File: config.mk
export PLATFORM = sky130hd
export DESIGN_NAME = id_ex_stage
export DESIGN_NICKNAME = d
export VERILOG_FILES = /design/src/rtl/pipe_pkg.sv /design/src/rtl/hazard_detect.sv /design/src/rtl/id_ex_stage.sv
export SDC_FILE = /design/constraint.sdc
export NUM_CORES = 1
export LEC_CHECK = 0
export CAP_MARGIN = 20
export CORE_MARGIN = 2
export CORE_UTILIZATION = 36
export DETAILED_ROUTE_END_ITERATION = 8
export PLACE_DENSITY = 0.74
export SLEW_MARGIN = 20
export SYNTH_ARGS = -nofsm -noshare
export SYNTH_HDL_FRONTEND = slang
export SYNTH_HIERARCHICAL = 1
export SYNTH_SLANG_ARGS = --single-unit
File: constraint.sdc
create_clock -name clk -period 2.31 [get_ports clk]
set_input_delay 0.462 -clock clk [delete_from_list [all_inputs] [get_ports clk]]
set_output_delay 0.462 -clock clk [all_outputs]
set_load 0.02 [all_outputs]
File: src/rtl/pipe_pkg.sv
// rtl/pipe_pkg.sv - shared pipeline control-field layout and bubble constant
//
// Purpose: control-word bit positions used by every pipeline register, plus the
//          all-zero control word loaded when a stage inserts a bubble.
package pipe_pkg;

  localparam int CTRL_W        = 7;

  localparam int CTRL_REGWRITE = 6;
  localparam int CTRL_MEMREAD  = 5;
  localparam int CTRL_MEMWRITE = 4;
  localparam int CTRL_MEMTOREG = 3;
  localparam int CTRL_ALUSRC   = 2;
  localparam int CTRL_ALUOP_HI = 1;
  localparam int CTRL_ALUOP_LO = 0;

  // A bubble carries no side effects: no register write, no memory access.
  localparam logic [CTRL_W-1:0] BUBBLE = '0;

endpackage

File: src/rtl/hazard_detect.sv
// rtl/hazard_detect.sv - combinational load-use hazard detector
//
// Purpose: flags when the instruction in EX is a load whose destination is a
//          source actually read by the instruction in decode.
// Ports:
//   ex_valid, ex_memread, ex_wreg      : instruction currently in EX
//   id_valid, id_rs, id_rt             : instruction currently in decode
//   id_use_rs, id_use_rt               : which decode sources are really read
//   lu                                 : load-use hazard this cycle
module hazard_detect #(
  parameter int REG_AW = 5
) (
  input  logic              ex_valid,
  input  logic              ex_memread,
  input  logic [REG_AW-1:0] ex_wreg,
  input  logic              id_valid,
  input  logic [REG_AW-1:0] id_rs,
  input  logic [REG_AW-1:0] id_rt,
  input  logic              id_use_rs,
  input  logic              id_use_rt,
  output logic              lu
);

  // r0 never carries a dependency, so a load to r0 cannot cause a stall.
  assign lu = ex_valid & ex_memread & (ex_wreg != '0) & id_valid &
              ((id_use_rs & (id_rs == ex_wreg)) | (id_use_rt & (id_rt == ex_wreg)));

endmodule

File: src/rtl/id_ex_stage.sv
// rtl/id_ex_stage.sv - decode-to-execute pipeline register with WB bypass and load-use stall
//
// Purpose: registers decode controls, operands and immediate into EX; bypasses
//          same-cycle writeback data onto the register-file read operands;
//          inserts a bubble on branch flush or load-use hazard; freezes on hold.
// Ports:
//   clk, reset (async, active-low)
//   id_*      : decode-slot instruction fields
//   rf_rd1/2  : register-file read data for id_rs / id_rt
//   wb_*      : writeback port being written this cycle
//   flush_i   : squash the decode-slot instruction
//   ex_hold   : downstream stall, freeze this stage
//   stall_o   : decode/fetch must hold this cycle
//   ex_*      : registered EX-slot fields
module id_ex_stage
  import pipe_pkg::*;
#(
  parameter int DATA_W = 32,
  parameter int REG_AW = 5
) (
  input  logic              clk,
  input  logic              reset,
  input  logic              id_valid,
  input  logic [REG_AW-1:0] id_rs,
  input  logic [REG_AW-1:0] id_rt,
  input  logic              id_use_rs,
  input  logic              id_use_rt,
  input  logic [REG_AW-1:0] id_wreg,
  input  logic [CTRL_W-1:0] id_ctrl,
  input  logic [DATA_W-1:0] id_imm,
  input  logic [DATA_W-1:0] rf_rd1,
  input  logic [DATA_W-1:0] rf_rd2,
  input  logic              wb_regwrite,
  input  logic [REG_AW-1:0] wb_wreg,
  input  logic [DATA_W-1:0] wb_wdata,
  input  logic              flush_i,
  input  logic              ex_hold,
  output logic              stall_o,
  output logic              ex_valid,
  output logic [CTRL_W-1:0] ex_ctrl,
  output logic [DATA_W-1:0] ex_rd1,
  output logic [DATA_W-1:0] ex_rd2,
  output logic [DATA_W-1:0] ex_imm,
  output logic [REG_AW-1:0] ex_rs,
  output logic [REG_AW-1:0] ex_rt,
  output logic [REG_AW-1:0] ex_wreg
);

  logic [DATA_W-1:0] op1;
  logic [DATA_W-1:0] op2;
  logic              lu;

  // The register file writes on the same edge we capture, so its read port
  // still shows the old value; take the writeback data directly instead.
  assign op1 = (wb_regwrite && (wb_wreg == id_rs) && (id_rs != '0)) ? wb_wdata : rf_rd1;
  assign op2 = (wb_regwrite && (wb_wreg == id_rt) && (id_rt != '0)) ? wb_wdata : rf_rd2;

  hazard_detect #(
    .REG_AW (REG_AW)
  ) u_hazard (
    .ex_valid   (ex_valid),
    .ex_memread (ex_ctrl[CTRL_MEMREAD]),
    .ex_wreg    (ex_wreg),
    .id_valid   (id_valid),
    .id_rs      (id_rs),
    .id_rt      (id_rt),
    .id_use_rs  (id_use_rs),
    .id_use_rt  (id_use_rt),
    .lu         (lu)
  );

  assign stall_o = ex_hold | lu;

  always_ff @(posedge clk or negedge reset) begin
    if (!reset) begin
      ex_valid <= 1'b0;
      ex_ctrl  <= BUBBLE;
      ex_rd1   <= '0;
      ex_rd2   <= '0;
      ex_imm   <= '0;
      ex_rs    <= '0;
      ex_rt    <= '0;
      ex_wreg  <= '0;
    end else if (ex_hold) begin
      // Freeze everything; a pending flush is retried by its requester.
    end else if (flush_i || lu) begin
      ex_valid <= 1'b0;
      ex_ctrl  <= BUBBLE;
      ex_rd1   <= '0;
      ex_rd2   <= '0;
      ex_imm   <= '0;
      ex_rs    <= '0;
      ex_rt    <= '0;
      ex_wreg  <= '0;
    end else begin
      ex_valid <= id_valid;
      ex_ctrl  <= id_ctrl;
      ex_rd1   <= op1;
      ex_rd2   <= op2;
      ex_imm   <= id_imm;
      ex_rs    <= id_rs;
      ex_rt    <= id_rt;
      ex_wreg  <= id_wreg;
    end
  end

endmodule

==> out/metrics.yaml, run 1 <==
synth:
  synth_warnings: 6
  synth.top_cells.by_count: "dfrtp_1, a22o_1, nand3_1"
  synth_top_area_cell: "dfrtp_1"
  async_flop_share_pct: 100
  synth_simple_gate_area_share_pct: 14.5
  syn-mean-instance-area_sq_um: 11.4
  post_synth_fa_ha_maj_area_fraction_pct: 0
  mappedNetlistArea_sq_mm: 0.00548
  syn-num-nets: 642
  netlist.area_leader.share_pct: 54.4
  synth_top_family_by_area: "compound AO/OA/AOI/OAI gates"
  ys_types: 31
  yosys-mux-area-fraction_pct: 0
  yosys_register_bits: 119
  yosys.area_share.xor_xnor_pct: 2.88
  synth-main-ff-cell: "dfrtp_1"
  synthesis.instances: 479
  synth.most_common_cell: "dfrtp_1"
  synth_enable_flop_cells: 0
  share_of_the_synthesized_area_in_compound_gates_ao_oa_aoi_oai_pct: 21.9
  synth_top_cells_by_area: "dfrtp_1, a22o_1, a221o_1"
  synth_seq_area_share_pct: 54.4
worst_setup_path:
  worstPathArrival_ns: 2.04
  cp_data_required_time_ns: 1.85
  family_with_the_most_delay_on_the_worst_path: "simple AND/OR/NAND/NOR gates"
  kind_of_end_point_of_the_critical_path: "output port"
  critical_path_peak_fanout: 2
  worst-r2r-setup-slack_ns: -0.14
  critPathBufInv: 1
  worst_path_max_delay_cell: "or4_4"
  criticalPathCategory: "reg -> out"
  timing.critical_path.slowest_cell_delay_ns: 0.55
  startpoint_type: "flip-flop"
  path_cells: "or4_4 -> o2111ai_4 -> a21oi_2 -> or2_4 -> buf_6"
sta:
  worst_slew_pin_slew_ns: 0.511
  setup_clock_skew_after_layout_ns: 0.00710
  layout_worst_path_cycle_share_pct: 108
  worst_slack_ns: -0.195
  fin_setup_tns_ns: -4.48
  final-max-slew-violation-count: 0
  slew_headroom_pct: 66.0
  hold_viol: 0
  unrepaired_setup_endpoints_after_global_routing: "yes"
  fmax_mhz: 399
  setup_viol: 62
  crit_path_time_final_ns: 2.51
cells_and_area:
  finalCoreUtilization_pct: 65.4
  nets: 965
  layout.cell_area.non_filler_sq_mm: 0.00983
  fillers: 1128
  antenna-diode-count: 0
  flow.area_growth_from_synthesis_pct: 79.5
  register_area_sq_mm: 0.00298
  multiInputGateArea_sq_mm: 0.00233
  layout-drive-gt1-share_pct: 18.9
route:
  avgViaCountPerCell: 5.34
  detailroute.via_count: 5359
  totalWireLength_um: 20300
  ant_nets: 0
  drt_first_pass_iters: 5
  wl_per_cell_um: 20.3
  drt_iter0_markers: 323
  remaining_drc_errors: 0
global_route:
  largest_net_degree_at_the_start_of_global_routing: 120
  first_global_vias: 5566
  grt-ovfl-total: 0
  grt_pass1_wl_um: 30500
  grt.total_usage_pct: 24.3
  antenna_found_initial: 0
flow_run:
  cap_viol_max_count: 0
clock_network:
  clk_pin_slew_ns: 0.06
  insertion_delay_ns: 0.41
  cts_made_buffers: 17
  tritoncts: "yes"
  htree_levels: 4
  cts_hold_repair.buffers: 0
  cts-root-to-sink-buffers: 2
  cts.root.buffer_cell: "clkbuf_16"
  clock_sinks: 119
place:
  gpl.final_weighted_congestion: 0.876
  dp_hpwl_um: 13700
  place_area_sq_mm: 0.00875
  io_buffers: 282
floorplanning:
  die_w_um: 127
  initial_core_utilization_pct: 36.4
  rows: 45
  design.core.area_sq_mm: 0.0150
  die_area_sq_mm: 0.0162
  pin_count: 283
  die_h_um: 127
run_status:
  status: "finished, violations left"
  violated_checks: "negative setup slack"
min_path:
  timing.hold.worst.class: "in -> async"
power_and_ir_drop:
  ir_drop_mv: 0.475
  power_per_cell_area_mw_per_mm2: 663
  leakagePower_nw: 4.38
-- state kept, by name (all words and copies together) (netlist names) --
signal,cells
ex_imm,32
ex_rd1,32
ex_rd2,32
ex_ctrl,7
ex_rs,5
ex_rt,5
ex_wreg,5
ex_valid,1
-- per-layer routing --
| layer | wire, um | global-route usage [%] | vias up |
|---|---|---|---|
| met1 | 8060 | 28.8 | 2646 |
| met5 | 0 | 0 | - |
| met4 | 498 | 9.18 | 0 |
| li1 | - | - | 2410 |
| met3 | 1550 | 6.49 | 42 |
| met2 | 10200 | 42.3 | 261 |
-- per-stage QoR --
step                      std cells  total power (W)  setup slack [ns]  hold WS (ns)
after floorplan                 479          0.00294           -0.0180         0.166
after global placement          952          0.00377            -0.726         0.450
after detailed placement        952          0.00380            -0.784         0.452
after CTS                       997          0.00653            -0.198        0.0169
after global routing           1003          0.00677            -0.280        0.0385
final                          1003          0.00652            -0.195       0.00942
-- final cells by class --
cell class | instances | area share, %
multi-input combinational | 287 | 23.7
clock buffer | 19 | 4.40
tap | 188 | 2.39
clock inverter | 13 | 1.59
sequential | 119 | 30.3
inverter | 33 | 1.26
timing repair buffer | 344 | 36.4
-- final timing paths --
check	startpoint	endpoint	cells past startpoint
setup / recovery	ex_wreg[3]	stall_o	5
hold / removal	reset	ex_imm[23]	1
setup reg to reg	ex_wreg[3]	ex_rd2[31]	8
hold reg to reg	ex_rd2[30]	ex_rd2[30]	2
max in group asynchronous	reset	ex_imm[17]	2
min in group clk	ex_rd2[30]	ex_rd2[30]	2
-- cell usage in the layout, fill, tap and decap left out, types with 3 or more instances in the layout --
master           netlist  final
a22o_1                55     55
buf_16                 0      3
clkdlybuf4s50_1        0    279
bufinv_16              0      3
and3_4                 0     15
and3_1                32     17
o211ai_2              20     20
dfrtp_1              119    117
o211ai_1              12     12
buf_4                  0     33
nand2_1               33     33
clkinv_2               0      5
and2_1                33     33
buf_6                  9     14
nand3_1               34     29
inv_1                 33     33
buf_12                 0     10
clkinv_4               0      3
nand3_2                0      5
xnor2_1                6      6
xor2_1                12     11
buf_8                  0      3
a221o_1               30     30
clkbuf_16              0     19
-- report_power, final --
group          leakage [nW]  internal, W  switching, W
logic                  2.55     0.000833      0.000686
clock network         0.286      0.00169      0.000958
registers              1.55      0.00225      0.000103
-- cell families after synthesis --
family,Yosys count
and+or+nand+nor,144
buffers and inverters,73
DFF,119
xor gates and xnor gates,18
AOI/OAI and AO/OA,125
-- repair_timing --
item | in CTS | in global routing
pin swaps | 39 | 14
gates resized for setup | 27 | 32
buffers inserted | 11 | 4
endpoints found under the setup margin | 118 | 120
cloned | 4 | 4
No activity file was read; power rests on OpenSTA's default activity.
==> inputs of run 2 (changes only) <==
clock period = 2.2 ns   (was 2.31 ns; I/O delays follow)
==> run 2 against run 1 <==
Net effect:
- the flow still finishes with violations (negative setup slack)
- cell count is 0.30% lower
- combinational power is 7% higher
- via count is 0.82% higher
- largest cell class unchanged
==> out/metrics.yaml, run 2 (same netlist as run 1, synthesis figures left out) <==
worst_setup_path:
  critPathMostFrequentCell: "buf_6"
  kind_of_end_point_of_the_critical_path: "output port"
  timing.rr.end: "ex_rd1[30]"
  timing.critical_path.slowest_cell_delay_ns: 0.42  # -0.13 ns
  setup.worst_path.start: "ex_wreg[3]"
  cp_data_required_time_ns: 1.76  # -0.09 ns
  criticalPathCategory: "reg -> out"
  worst-r2r-setup-slack_ns: -0.30  # -0.16 ns
  worst_r2r_path_depth: 11  # +3
  path_cells: "buf_6 -> xor2_1 -> nor4_1 -> nand3_1 -> a21oi_2 -> or2_4 -> buf_6"
  rr_startpoint: "ex_wreg[3]"
  critical_path_peak_fanout: 3  # +1
  startpoint_type: "flip-flop"
  worstPathArrival_ns: 2.08  # +0.04 ns
  worst_path_max_delay_cell: "dfrtp_2"
route:
  wl_per_cell_um: 21.0  # +3.5%
  remaining_drc_errors: 0  # unchanged
  totalWireLength_um: 21000  # +3.2%
  ant_nets: 0  # unchanged
  detailroute.via_count: 5403  # +0.82%
  avgViaCountPerCell: 5.40  # +1.1%
  drt_iter0_markers: 328  # +1.5%
  drt_first_pass_iters: 5  # unchanged
min_path:
  hold_path_depth: 2
  timing.hold.worst.class: "reg -> reg"
  worst_hold_path.endpoint: "ex_rd2[2]"
  holdCritStartpoint: "ex_rd2[2]"
power_and_ir_drop:
  power_per_cell_area_mw_per_mm2: 676  # +1.9%
  ir_drop_mv: 0.558  # +18%
  leakagePower_nw: 4.38  # about the same
sta:
  unrepaired_setup_endpoints_after_global_routing: "yes"
  slew_headroom_pct: 44.9  # -21 points
  crit_path_time_final_ns: 2.52
  hold_viol: 0  # unchanged
  setup_viol: 120  # +94%
  setup_clock_skew_after_layout_ns: 0.00693  # -0.000166 ns
  final-max-slew-violation-count: 0  # unchanged
  layout_worst_path_cycle_share_pct: 115
  worst_slew_pin_slew_ns: 0.826  # +0.315 ns
  fmax_mhz: 396
  worst_slack_ns: -0.324  # -0.129 ns
clock_network:
  tritoncts: "yes"
  htree_levels: 4  # unchanged
  cts-root-to-sink-buffers: 2  # unchanged
  clock_sinks: 119  # unchanged
  clk_pin_slew_ns: 0.05  # about the same
  cts.root.buffer_cell: "clkbuf_16"
  insertion_delay_ns: 0.42  # about the same
  cts_made_buffers: 17  # unchanged
cells_and_area:
  layout.cells.most_common: "clkdlybuf4s50_1"
  finalNonFillerCells: 1000  # -0.30%
  flow.area_growth_from_synthesis_pct: 84.3
  layout_top_registers: "ex_imm: 32 flops, ex_rd1: 32 flops, ex_rd2: 32 flops"
  most_used_cells_in_the_layout_excluding_fill_and_tap_cells: "clkdlybuf4s50_1, dfrtp_1, a22o_1"
  antenna-diode-count: 0  # unchanged
  layout-drive-gt1-share_pct: 22.7  # +3.8 points
  finalCoreUtilization_pct: 67.2  # +1.8 points
  nets: 964  # -0.10%
place:
  gpl.final_weighted_congestion: 0.914  # +4.3%
  dp_hpwl_um: 14000  # +2.5%
  io_buffers: 282  # unchanged
  numPlacedInstances: 952  # unchanged
global_route:
  antenna_found_initial: 0  # unchanged
  largest_net_degree_at_the_start_of_global_routing: 82  # -32%
  first_global_vias: 5770  # +3.7%
  grt-ovfl-total: 0  # unchanged
  grt_pass1_wl_um: 32000  # +4.8%
  grt.total_usage_pct: 25.7  # +1.4 points
floorplanning:
  die_area_sq_mm: 0.0162  # unchanged
  design.core.area_sq_mm: 0.0150  # unchanged
  die_w_um: 127  # unchanged
  initial_core_utilization_pct: 36.4  # unchanged
  die_h_um: 127  # unchanged
  pin_count: 283  # unchanged
  rows: 45  # unchanged
run_status:
  violated_checks: "negative setup slack"
  status: "finished, violations left"
flow_run:
  cap_viol_max_count: 0  # unchanged
==> run 2: cell count changes in the layout (fill, tap and decap cells not counted), moves of 3 or more <==
cell | previous run | this run
buf_6 | 14 | 8
nand3_2 | 5 | 25
nand3_1 | 29 | 7
and3_1 | 17 | 3
buf_16 | 3 | 6
and3_4 | 15 | 29
buf_4 | 33 | 28
==> run 2: worst max path at each step <==
stage | endpoint | slack (ns) | depth (start not counted)
4_1_cts | stall_o | -0.32 | 5
6_report | stall_o | -0.32 | 7
2_1_floorplan | ex_rd2[11] | -0.03 | 7
3_5_place_dp | stall_o | -0.89 | 8
5_1_grt | stall_o | -0.42 | 7
3_3_place_gp | stall_o | -0.86 | 8
==> run 2: area by class of cell <==
cell class	count	area, sq um
tap	188	235
clock inverter	10	131
sequential	119	2980
timing repair buffer	343	3680
multi-input combinational	287	2500
clock buffer	20	437
inverter	33	124
fill	1108	4940
==> run 2: power breakdown <==
part / internal, W / switching [W]
Combinational: 0.000897 / 0.000737
Sequential: 0.00237 / 0.000108
Clock: 0.00175 / 0.000958
==> run 2: what timing repair did <==
item                                   4_1_cts  5_1_grt
endpoints found under the hold margin       31        0
resized for setup                           78       26
hold buffers                                 1        0
setup buffers                                8        6
pin swaps                                   38       40
gates cloned                                 8        5
setup endpoints to repair                  120      120
==> run 2: through the flow <==
| stage | area (sq um) | power (W) | worst slack (ns) | hold slack (ns) | TNS [ns] |
|---|---|---|---|---|---|
| 2_1_floorplan | 5490 | 0.00309 | -0.0338 | 0.144 | -0.815 |
| 3_3_place_gp | 8780 | 0.00397 | -0.864 | 0.415 | -66.39 |
| 3_5_place_dp | 8780 | 0.00399 | -0.891 | 0.427 | -72.20 |
| 4_1_cts | 9970 | 0.00683 | -0.315 | 0.507 | -23.00 |
| 5_1_grt | 10100 | 0.00708 | -0.422 | 0.524 | -35.74 |
| 6_report | 10100 | 0.00682 | -0.324 | 0.500 | -23.50 |
==> run 2: per-layer routing <==
metal	global-route usage (%)	part of all wire, %	up-vias
met4	9.11	2.5	0
met3	7.29	6.7	40
met5	0	0	-
li1	-	-	2420
met1	31.0	40	2700
met2	44.0	50	243
==> run 2: worst max-delay path: cells and delay by family, from the launching register on <==
family	cells	cell delay, ns
AO/OA/AOI/OAI	1	0.22
XOR/XNOR	1	0.15
buffers and inverters	2	0.23
flip-flops	1	0.42
AND/OR/NAND/NOR	3	0.63
==> inputs of run 3 (changes only) <==
CTS_CLUSTER_SIZE = 28   (was unset)
TNS_END_PERCENT = 100   (was unset)
==> results of run 3 <==
Final layout, timing and power as in run 2 (identical DEF).
